## config.mk

```make
export PLATFORM = sky130hd
export DESIGN_NAME = regfile_write_arbiter
export DESIGN_NICKNAME = d
export VERILOG_FILES = /design/src/rtl/regarb_pkg.sv /design/src/rtl/regarb_pick.sv /design/src/rtl/regfile_write_arbiter.sv
export SDC_FILE = /design/constraint.sdc
export NUM_CORES = 1
export LEC_CHECK = 0
export BUFFER_PORTS_ARGS = -buffer_cell sky130_fd_sc_hd__buf_2
export CORE_ASPECT_RATIO = 1.5
export CORE_UTILIZATION = 46
export DETAILED_ROUTE_END_ITERATION = 7
export PLACE_DENSITY = 0.95
export SLEW_MARGIN = 20
export SYNTH_ARGS = -nofsm -noshare
export SYNTH_HDL_FRONTEND = slang
export SYNTH_HIERARCHICAL = 1
export SYNTH_SLANG_ARGS = --single-unit
```

## constraint.sdc

```tcl
create_clock -name clock_in -period 7.7 [get_ports clock_in]
set_input_delay 1.54 -clock clock_in [delete_from_list [all_inputs] [get_ports clock_in]]
set_output_delay 1.54 -clock clock_in [all_outputs]
set_load 0.05 [all_outputs]
```

## src/rtl/regarb_pkg.sv

```systemverilog
// Shared types and requester IDs for the register-file write-port arbiter.
package regarb_pkg;

   localparam int unsigned NUM_REQ = 3;
   localparam int unsigned GID_W   = 2;

   typedef enum logic {
      ST_IDLE  = 1'b0,
      ST_CLEAR = 1'b1
   } state_t;

   localparam logic [GID_W-1:0] REQ_ALU     = 2'd0;
   localparam logic [GID_W-1:0] REQ_MEM     = 2'd1;
   localparam logic [GID_W-1:0] REQ_DBG     = 2'd2;
   localparam logic [GID_W-1:0] GRANT_SWEEP = 2'd3;

   // (a + b) mod 3 for operands already in 0..2
   function automatic logic [GID_W-1:0] add_mod3(input logic [GID_W-1:0] a,
                                                  input logic [GID_W-1:0] b);
      logic [GID_W:0] s;
      s = {1'b0, a} + {1'b0, b};
      if (s >= 3'd3) s = s - 3'd3;
      return s[GID_W-1:0];
   endfunction

endpackage

```

## src/rtl/regarb_pick.sv

```systemverilog
// Three-way request picker: searches valids starting at i_start and wraps.
// A start of 0 gives fixed priority ALU > MEM > DBG.
module regarb_pick
   import regarb_pkg::*;
(
   input  logic [NUM_REQ-1:0] i_valid,
   input  logic [GID_W-1:0]   i_start,
   output logic [NUM_REQ-1:0] o_grant,
   output logic [GID_W-1:0]   o_idx,
   output logic               o_any
);

   logic [NUM_REQ-1:0] w_rot;
   logic [GID_W-1:0]   w_start;
   logic [GID_W-1:0]   w_ofs;

   // Rotate so bit 0 is the requester the search begins at
   always_comb begin
      w_start = i_start;
      w_rot   = i_valid;
      case (i_start)
         2'd1:    w_rot = {i_valid[0], i_valid[2:1]};
         2'd2:    w_rot = {i_valid[1:0], i_valid[2]};
         2'd3:    w_start = 2'd0;
         default: w_rot = i_valid;
      endcase
   end

   always_comb begin
      w_ofs = 2'd2;
      if (w_rot[0])      w_ofs = 2'd0;
      else if (w_rot[1]) w_ofs = 2'd1;
   end

   assign o_any   = |i_valid;
   assign o_idx   = add_mod3(w_start, w_ofs);
   assign o_grant = o_any ? (NUM_REQ'(1) << o_idx) : '0;

endmodule

```

## src/rtl/regfile_write_arbiter.sv

```systemverilog
// Register-file write-port arbiter (ALU / MEM / DBG) with a zero-fill sweep.
// Define REGARB_ROUND_ROBIN_EN for round-robin; otherwise fixed priority.
module regfile_write_arbiter
   import regarb_pkg::*;
#(
   parameter int unsigned NUM_REGS = 8,
   parameter int unsigned ADDR_W   = 5,
   parameter int unsigned DATA_W   = 32
)(
   input  logic                      clock_in,
   input  logic                      reset,
   input  logic [NUM_REQ-1:0]        req_valid,
   input  logic [NUM_REQ*ADDR_W-1:0] req_addr,
   input  logic [NUM_REQ*DATA_W-1:0] req_data,
   output logic [NUM_REQ-1:0]        req_ready,
   input  logic                      clear_start,
   output logic                      clear_busy,
   output logic                      regWrite,
   output logic [ADDR_W-1:0]         writeReg,
   output logic [DATA_W-1:0]         writeData,
   output logic [GID_W-1:0]          grant_id
);

   state_t              r_state,      w_nxt_state;
   logic [ADDR_W-1:0]   r_clr_idx,    w_nxt_clr_idx;
   logic                r_write_en,   w_nxt_write_en;
   logic [ADDR_W-1:0]   r_write_reg,  w_nxt_write_reg;
   logic [DATA_W-1:0]   r_write_data, w_nxt_write_data;
   logic [GID_W-1:0]    r_grant_id,   w_nxt_grant_id;
   logic [NUM_REQ-1:0]  w_ready;

   logic [NUM_REQ-1:0]  w_pick_grant;
   logic [GID_W-1:0]    w_pick_idx;
   logic                w_pick_any;
   logic [GID_W-1:0]    w_pick_start;

   // Unpacked views of the packed request buses; slot 3 is never selected
   logic [ADDR_W-1:0]   w_addr_arr [4];
   logic [DATA_W-1:0]   w_data_arr [4];

   for (genvar g = 0; g < NUM_REQ; g++) begin : g_unpack
      assign w_addr_arr[g] = req_addr[g*ADDR_W +: ADDR_W];
      assign w_data_arr[g] = req_data[g*DATA_W +: DATA_W];
   end
   assign w_addr_arr[3] = '0;
   assign w_data_arr[3] = '0;

`ifdef REGARB_ROUND_ROBIN_EN
   logic [GID_W-1:0] r_rr_ptr, w_nxt_rr_ptr;
   assign w_pick_start = r_rr_ptr;
`else
   assign w_pick_start = REQ_ALU;
`endif

   regarb_pick u_pick (
      .i_valid (req_valid),
      .i_start (w_pick_start),
      .o_grant (w_pick_grant),
      .o_idx   (w_pick_idx),
      .o_any   (w_pick_any)
   );

   // Next-state and next-output logic
   always_comb begin
      w_nxt_state      = r_state;
      w_nxt_clr_idx    = r_clr_idx;
      w_nxt_write_en   = 1'b0;
      w_nxt_write_reg  = r_write_reg;
      w_nxt_write_data = r_write_data;
      w_nxt_grant_id   = r_grant_id;
      w_ready          = '0;
`ifdef REGARB_ROUND_ROBIN_EN
      w_nxt_rr_ptr     = r_rr_ptr;
`endif
      case (r_state)
         ST_IDLE: begin
            if (clear_start) begin
               w_nxt_state   = ST_CLEAR;
               w_nxt_clr_idx = '0;
            end else begin
               w_ready = w_pick_grant;
               if (w_pick_any) begin
                  // Writes to $0 are acknowledged but never reach the file
                  w_nxt_write_en   = (w_addr_arr[w_pick_idx] != '0);
                  w_nxt_write_reg  = w_addr_arr[w_pick_idx];
                  w_nxt_write_data = w_data_arr[w_pick_idx];
                  w_nxt_grant_id   = w_pick_idx;
`ifdef REGARB_ROUND_ROBIN_EN
                  w_nxt_rr_ptr     = add_mod3(w_pick_idx, 2'd1);
`endif
               end
            end
         end
         ST_CLEAR: begin
            w_nxt_write_en   = 1'b1;
            w_nxt_write_reg  = r_clr_idx;
            w_nxt_write_data = '0;
            w_nxt_grant_id   = GRANT_SWEEP;
            w_nxt_clr_idx    = r_clr_idx + ADDR_W'(1);
            if (r_clr_idx == ADDR_W'(NUM_REGS - 1)) begin
               w_nxt_state = ST_IDLE;
            end
         end
      endcase
   end

   always_ff @(posedge clock_in) begin
      if (reset) begin
         r_state      <= ST_IDLE;
         r_clr_idx    <= '0;
         r_write_en   <= 1'b0;
         r_write_reg  <= '0;
         r_write_data <= '0;
         r_grant_id   <= REQ_ALU;
      end else begin
         r_state      <= w_nxt_state;
         r_clr_idx    <= w_nxt_clr_idx;
         r_write_en   <= w_nxt_write_en;
         r_write_reg  <= w_nxt_write_reg;
         r_write_data <= w_nxt_write_data;
         r_grant_id   <= w_nxt_grant_id;
      end
   end

`ifdef REGARB_ROUND_ROBIN_EN
   always_ff @(posedge clock_in) begin
      if (reset) r_rr_ptr <= REQ_ALU;
      else       r_rr_ptr <= w_nxt_rr_ptr;
   end
`endif

   assign req_ready  = w_ready;
   assign clear_busy = (r_state == ST_CLEAR);
   assign regWrite   = r_write_en;
   assign writeReg   = r_write_reg;
   assign writeData  = r_write_data;
   assign grant_id   = r_grant_id;

endmodule
```

==> results of run 1 <==
==> report_power, final <==
group          switching (uW)  internal [uW]  leakage (uW)
Combinational             208            127       0.00122
Clock                    82.4           97.3     0.0000585
Sequential               14.3            262      0.000376
Total                     305            486       0.00165
==> area by class of cell <==
cell class | instances | area (um2) | area share (%)
multi-input combinational | 182 | 1474 | 42.63
sequential | 46 | 920.9 | 26.64
timing repair buffer | 162 | 815.8 | 23.60
tap | 68 | 85.08 | 2.461
clock buffer | 5 | 68.82 | 1.991
inverter | 13 | 48.80 | 1.412
clock inverter | 3 | 43.79 | 1.267
==> metrics by stage <==
step / instances / worst slack (ps) / total power [uW]
CTS: 479 / 1815 / 795.4
global placement: 471 / 1970 / 603.2
finish: 479 / 1836 / 791.0
global route: 479 / 1583 / 833.2
detailed placement: 471 / 1811 / 615.4
floorplan: 265 / 2670 / 537.0
==> critical path: stages <==
cell	delay, ps
buf_2	130
o21ai_0	170
o311ai_1	140
fa_1	510
inv_1	80
ha_1	210
nor2b_4	70
mux2i_4	620
buf_4	410
nor3_1	90
and2_1	140
buf_2	200
==> final timing paths <==
| kind | startpoint | to | slack [ps] | depth (start not counted) |
|---|---|---|---|---|
| max | req_valid[0] | req_ready[2] | 1840 | 12 |
| min | grant_id[1]$_SDFFE_PP0P_ | grant_id[1]$_SDFFE_PP0P_ | 460 | 2 |
| max reg2reg | clear_busy$_SDFF_PP0_ | writeData[26]$_SDFFE_PP0P_ | 5620 | 4 |
| min reg2reg | grant_id[1]$_SDFFE_PP0P_ | grant_id[1]$_SDFFE_PP0P_ | 460 | 2 |
==> Yosys cell counts, types with 2 or more instances <==
cell type,count
nor3_1,5
nor3b_1,2
a211oi_1,3
inv_1,13
mux2_2,31
mux2i_1,7
buf_2,12
dfxtp_1,46
ha_1,6
nand2_1,3
and2_1,3
and3_1,2
a22oi_1,2
clkbuf_1,6
a21oi_1,6
buf_6,5
a222oi_1,36
nand3_1,2
o2bb2ai_1,7
o21ai_0,3
nor2_1,43
a41oi_1,3
==> state kept, by name, summed over array words and instances (netlist names) <==
| register | flops |
|---|---|
| r_clr_idx | 5 |
| regWrite | 1 |
| writeData | 32 |
| writeReg | 5 |
| grant_id | 2 |
| clear_busy | 1 |
==> layout by cell type, fill, tap and decap left out, drive strengths merged, types with 2 or more instances in the layout <==
master | synthesis | final
a41oi | 3 | 3
nand3 | 2 | 2
and2 | 3 | 3
ha | 6 | 6
nand2 | 3 | 3
mux2i | 8 | 8
mux2 | 31 | 31
inv | 13 | 14
a22oi | 2 | 2
a222oi | 36 | 36
dfxtp | 46 | 46
a211oi | 3 | 3
nor3b | 3 | 3
o21ai | 3 | 3
a21oi | 6 | 6
nor2b | 2 | 2
and3 | 2 | 2
buf | 18 | 162
o2bb2ai | 7 | 7
nor2 | 43 | 43
clkbuf | 6 | 5
conb | 1 | 5
nor3 | 6 | 6
==> cells by family (layout without fill, tap and decap cells) <==
| logic type | after synthesis | count (layout) | synth area share (%) |
|---|---|---|---|
| other | 1 | 5 | 0.1474 |
| multiplexers | 39 | 39 | 17.01 |
| AO/OA/AOI/OAI | 63 | 63 | 21.78 |
| flip-flops | 46 | 46 | 36.18 |
| AND/OR/NAND/NOR | 68 | 68 | 13.47 |
| adder cells (fa/ha/maj) | 7 | 7 | 3.736 |
| buffers and inverters | 37 | 183 | 7.670 |
==> metal layers <==
layer | wire, um | vias to the layer above | share of wire [%] | GRT usage (%)
li1 | - | 1303 | - | -
met1 | 2551 | 1270 | 34 | 23.68
met2 | 4150 | 142 | 56 | 48.73
met3 | 446 | 26 | 6.0 | 5.488
met4 | 246 | 0 | 3.3 | 13.18
met5 | 0 | - | 0 | 0
==> results.cfg, run 1 <==
[status]
outcome = completed

[worst_hold_path]
hold_path.class = reg2reg

[timing]
grt_setup_unrepaired = false
setup-tns-final_ps = 0
setup-violations-final = 0
maxSlewHeadroom_pct = 32.80
drv_slew = 0
final-hold-violation-count = 0
period_minus_slack_ps = 5864
whs_ps = 456.3
tightestPinTransition_ps = 1006
fin_skew_ps = 6.398
fin_crit_sh_pct = 76.15
max_freq_mhz = 170.5

[clocking]
clock-root-buffer = clkbuf_8
hold_buffers = 0
cts_max_path_buffers = 2
clk_pin_slew_ps = 80
cts_resized = 0
clock-sinks = 46
cts_setup_buffers = 0
cts_htree_levels = 2
cts_buffers = 5
cts_tree = done
insertion_delay_ps = 290

[cells_and_area]
antenna_cells = 0
final_nets = 534
utilization_pct = 65.91
nFillCells = 436
fin_area_um2 = 3457
drive_gt1_share_pct = 50.61
area.growth.synth_to_final_pct = 35.84

[floorplanning]
die_y_um = 93.10
num_io_pins = 161
coreArea_um2 = 5245
rows = 32
fp.dieW_um = 62.73
die_area_um2 = 5840
initial_utilization_pct = 48.52

[critical_path]
critPathArrivalTime_ps = 4320
crit_type = in2out
cp-end-kind = output port
cp_data_required_time_ps = 6160
crit_path_max_fanout = 22
cp-start-kind = input pin

[detailed_routing]
viasPerCell = 5.722
wl_mm = 7.396
ant_nets = 0
num_vias = 2741
avgRoutedWirePerCell_um = 15.44
dr.pass1.iters = 7
drtIter0Drc = 249
drc = 0

[synth]
yosysSeqAreaShare_pct = 36.18
ys_seq_elements = 46
netlist_top_cells_area = dfxtp_1 (36%), a222oi_1 (14%), mux2_2 (14%), nor2_1 (6.3%), ha_1 (2.9%)
yosysWarningCount = 6
syn-instance-count = 261
synth.largest_area_cell = dfxtp_1
syn_avg_cell_area_um2 = 9.751
synth_top_area_share_pct = 36.18
synth_area_um2 = 2545
yosysUniqueCellTypes = 37
synth-edff-count = 0
async_reset_ff_share_pct = 0
ys.flop_type = dfxtp_1

[power]
power_density_nw_per_um2 = 228.8
max-vdd-ir-drop_v = 0.0001558
p_leak_uw = 0.001651

[placement]
post_dp_cell_area_um2 = 3343
gp_congestion = 0.8227
hpwl_mm = 5.727
io_buffers = 160

[grt]
grt_overflow = 0
grt_pass1_wl_mm = 11.64
grt_pass1_vias = 2701
grt_max_degree = 47
antenna_found_initial = 0
grt_use_total_pct = 24.94

[job]
drv_cap = 0
Power figures use the tool's default switching activity.
==> run 2, diff against run 1 <==
- CORE_UTILIZATION: 46 -> 39
- PLACE_DENSITY: 0.95 -> 0.89
- clock period: 7.7 -> 5.38 ns (I/O delays scaled with it)
==> results.cfg, run 2 (synthesized netlist as in run 1, its figures left out) <==
[timing]
setup-tns-final_ps = 0
grt_setup_unrepaired = false
max_freq_mhz = 220.1
fin_skew_ps = 2.906
maxSlewHeadroom_pct = 32.05
final-hold-violation-count = 0
period_minus_slack_ps = 4542
fin_crit_sh_pct = 84.43
setup-violations-final = 0
drv_slew = 0
finalWorstSetupSlack_ps = 837.6
tightestPinTransition_ps = 1017

[floorplanning]
coreArea_um2 = 6218
die_y_um = 100.9
fp.dieW_um = 67.96
rows = 35
initial_utilization_pct = 40.93
num_io_pins = 161
die_area_um2 = 6859

[detailed_routing]
wl_mm = 6.932
dr.pass1.iters = 5
drtIter0Drc = 185
avgRoutedWirePerCell_um = 14.20
ant_nets = 0
drc = 0
viasPerCell = 5.510
num_vias = 2689

[cells_and_area]
antenna_cells = 0
layout_commonest_cell = buf_2
fin_area_um2 = 3468
area.growth.synth_to_final_pct = 36.28
largest_reg_flops = 32
final_nets = 537
drive_gt1_share_pct = 50.72
final_cell_mix = buf_2 (160), dfxtp_1 (46), nor2_1 (43)

[critical_path]
crit_type = in2out
crit_path_max_fanout = 10
cp-end-kind = output port
reg2reg_slack_ps = 3350
cp-start-kind = input pin
cp_data_required_time_ps = 4300
critPathArrivalTime_ps = 3470

[power]
report.power.total_uw = 1090
p_leak_uw = 0.001656
power_density_nw_per_um2 = 314.1
max-vdd-ir-drop_v = 0.0001664

[grt]
grt_use_total_pct = 19.45
grt_pass1_vias = 2465
grt_pass1_wl_mm = 10.36
antenna_found_initial = 0
grt_overflow = 0
grt_max_degree = 47

[clocking]
clock-sinks = 46
clk_pin_slew_ps = 80
cts_setup_buffers = 0
cts_htree_levels = 2
insertion_delay_ps = 290
cts_resized = 0
cts_buffers = 5
hold_buffers = 0
cts_tree = done
cts_max_path_buffers = 2
clock-root-buffer = clkbuf_8

[placement]
post_dp_cell_area_um2 = 3373
gp_congestion = 0.7892
io_buffers = 160
dp_slack_ps = 829.3
hpwl_mm = 5.289

[status]
outcome = completed

[job]
drv_cap = 0

[worst_hold_path]
hold_path.class = reg2reg
[run 2: cell types whose count changed in the layout (fill, tap and decap cells not counted), sizes merged]
cell / before / now
bufinv: 1 / 0
clkbuf: 5 / 6
buf: 162 / 165
inv: 14 / 13
clkinvlp: 0 / 1
[run 2: power breakdown]
group          total (uW)  switching (uW)  internal, uW  leakage (uW)
logic                 480             294           186       0.00123
clock network         215             111           103     0.0000472
registers             395            20.6           374      0.000376
[run 2: layout make-up]
class / instances / area, um2
well taps: 74 / 92.59
inverters: 13 / 48.80
clock inverters: 2 / 12.51
multi-input cells: 182 / 1473
clock buffers: 6 / 82.58
flip-flops and latches: 46 / 920.9
repair buffers: 165 / 838.3
fillers: 560 / 2750
[run 2: worst paths after layout]
check | end | depth (start not counted) | startpoint
min reg2reg | grant_id[1]$_SDFFE_PP0P_ | 2 | grant_id[1]$_SDFFE_PP0P_
max reg2reg | writeData[19]$_SDFFE_PP0P_ | 5 | clear_busy$_SDFF_PP0_
max | req_ready[0] | 12 | req_valid[0]
min | grant_id[1]$_SDFFE_PP0P_ | 2 | grant_id[1]$_SDFFE_PP0P_
[run 2: stage by stage]
stage,instances,hold WS (ps),utilization (%)
2_1_floorplan,265,489.5,-
3_3_place_gp,480,446.8,54.25
3_5_place_dp,480,462.9,54.25
4_1_cts,488,475.6,55.77
5_1_grt,488,484.9,55.77
6_report,488,473.0,55.77
[run 2: metal layers]
layer,share of wire [%],up-vias,routed length [um],global-route usage [%]
met1,37,1240,2569,19.49
met2,55,126,3784,37.33
met5,0,-,0,0
li1,-,1310,-,-
met4,2.0,0,142,7.853
met3,6.3,13,435,3.394
[run 2: worst max-delay path: stages]
cell and delay (ps):
buf_2 130, o21ai_0 150, o311ai_1 130, fa_1 510
inv_1 70, ha_1 210, nor3b_1 70, o2bb2ai_1 230
inv_1 290, nor3_1 200, and2_1 140, buf_2 250
==> run 3, diff against run 2 <==
- ABC_AREA: not set -> 1
- CORE_UTILIZATION: 39 -> 45
- PLACE_DENSITY: 0.89 -> 0.93
- clock period: 5.38 -> 4.4 ns (I/O delays scaled with it)
==> results.cfg, run 3 <==
[status]
outcome = completed

[cells_and_area]
antenna_cells = 0
final_cell_mix = nand2_1 (246), buf_2 (160), inv_1 (50)
largest_reg_flops = 32
area.growth.synth_to_final_pct = 32.53
nFillCells = 586
drive_gt1_share_pct = 28.06
fin_cells = 712
layout_commonest_cell = nand2_1
final_nets = 761

[critical_path]
cp.depth = 13
rr_worst_depth = 7
cp_top_family = adder cells
cp_num_buf_inv = 3
crit_path_max_fanout = 6
cp_data_required_time_ps = 3520
slowest_delay_ps = 530
cp-end-kind = output port
crit_type = in2out
slowest_stage = fa_1
cp-start-kind = input pin
critPathArrivalTime_ps = 3030
crit_chain = buf_2 > o21ai_0 > nand3_1 > fa_1 > inv_1 > ha_1 > nor2_4 > nand3_1 > nand2_2 > nor2_1 > nand2_1 > nor2_1 > buf_2

[synth]
async_reset_ff_share_pct = 0
synth_common_cells = nand2_1 (246), inv_1 (51), dfxtp_1 (46)
netlist_top_cells_area = nand2_1 (32%), dfxtp_1 (32%), inv_1 (6.7%), nand3_1 (4.6%), a31oi_1 (3.5%)
synth.largest_area_cell = nand2_1
synth_compound_area_share_pct = 9.538
synth-edff-count = 0
syn_avg_cell_area_um2 = 5.893
synth_top_area_share_pct = 32.44
yosysWarningCount = 6
yosys.area_share.simple_pct = 42.95
synth_fa_ha_area_share_pct = 3.341
synthMuxAreaShare_pct = 0
synth_most_common_cell = nand2_1
yosysSeqAreaShare_pct = 32.35
synth_xor_area_share_pct = 0
yosysUniqueCellTypes = 31
syn-instance-count = 483
ys.flop_type = dfxtp_1
synth_area_um2 = 2846
ys_seq_elements = 46
synth_top_family_by_area = simple AND/OR/NAND/NOR gates

[timing]
grt_setup_unrepaired = false
tightestPinTransition_ps = 678.9
drv_slew = 0
max_freq_mhz = 256.1
final-hold-violation-count = 0
maxSlewHeadroom_pct = 54.69
fin_crit_sh_pct = 88.76
setup-tns-final_ps = 0
setup-violations-final = 0
period_minus_slack_ps = 3905
fin_skew_ps = 5.783

[clocking]
clock-sinks = 46
clock-root-buffer = clkbuf_8
cts_htree_levels = 2
cts_resized = 0
cts_buffers = 5
cts_tree = done
cts_setup_buffers = 0
hold_buffers = 0
insertion_delay_ps = 290
clk_pin_slew_ps = 80
cts_max_path_buffers = 2

[floorplanning]
rows = 35
fp.dieW_um = 66.94
die_y_um = 99.41
num_io_pins = 161
coreArea_um2 = 6131
die_area_um2 = 6654
initial_utilization_pct = 46.43

[power]
report.power.total_uw = 1598
max-vdd-ir-drop_v = 0.0002263
power_density_nw_per_um2 = 423.7
p_leak_uw = 0.002237

[detailed_routing]
drc = 0
viasPerCell = 5.025
wl_mm = 8.642
ant_nets = 0
dr.pass1.iters = 6
num_vias = 3578
avgRoutedWirePerCell_um = 12.14
drtIter0Drc = 225

[job]
drv_cap = 0

[grt]
grt_max_degree = 39
antenna_found_initial = 0
grt_overflow = 0
grt_pass1_wl_mm = 13.55
grt_pass1_vias = 3250
grt_use_total_pct = 26.19

[placement]
dp_cells = 704
io_buffers = 160
gp_congestion = 0.8647
hpwl_mm = 6.644

[worst_hold_path]
holdPathStages = 2
hold_path.class = reg2reg
-- run 3: cell types whose count changed in the layout (fill, tap and decap cells not counted), sizes merged, moves of 8 or more --
cell,delta
a31oi,+16
inv,+40
mux2i,-8
nand3,+24
a222oi,-36
mux2,-31
nor2,-16
o21ai,+10
nand2,+244
-- run 3: metal layers --
metal,track usage [%],up-vias,share of wire [%]
met1,27.40,1601,38
met4,11.78,0,3.2
li1,-,1787,-
met3,4.014,29,5.4
met2,49.18,161,53
met5,0,-,0
-- run 3: path summary, 6_finish.rpt --
kind,start,to,slack [ps]
setup / recovery,req_valid[1],req_ready[1],490
hold / removal,writeData[9]$_SDFFE_PP0P_,writeData[9]$_SDFFE_PP0P_,480
setup reg to reg,clear_busy$_SDFF_PP0_,writeData[3]$_SDFFE_PP0P_,2440
hold reg to reg,writeData[9]$_SDFFE_PP0P_,writeData[9]$_SDFFE_PP0P_,480
-- run 3: cells by family after synthesis --
| logic type | after synthesis |
|---|---|
| buf+inv | 76 |
| simple gates | 306 |
| fa+ha+maj | 7 |
| other cells | 1 |
| compound gates | 47 |
| flops | 46 |
-- run 3: area by class of cell --
type / count / area [um2] / share of cell area (%)
clock inverter: 1 / 30.03 / 0.7960
tap: 74 / 92.59 / 2.454
clock buffer: 7 / 76.32 / 2.023
multi-input combinational: 365 / 1608 / 42.62
timing repair buffer: 166 / 845.8 / 22.42
sequential: 46 / 920.9 / 24.41
inverter: 53 / 198.9 / 5.274
-- run 3: stage by stage --
step	cell area [um2]	hold WS, ps	utilization, %	setup WS, ps
finish	3772	479.0	61.53	494.6
detailed placement	3666	463.5	59.80	488.9
floorplan	2861	468.7	-	509.1
CTS	3772	475.4	61.53	498.4
global route	3772	517.0	61.53	248.0
global placement	3666	453.6	59.80	646.9
-- run 3: power breakdown --
| part | total, uW | switching, uW | internal [uW] |
|---|---|---|---|
| Clock | 305 | 135 | 170 |
| Sequential | 498 | 29.8 | 468 |
| Combinational | 795 | 566 | 229 |
-- run 3: worst min-delay path: cells and delay by family (launching register included) --
| kind | cells | cell delay [ps] |
|---|---|---|
| AND/OR/NAND/NOR | 1 | 60 |
| AO/OA/AOI/OAI | 1 | 60 |
| flip-flops | 1 | 320 |
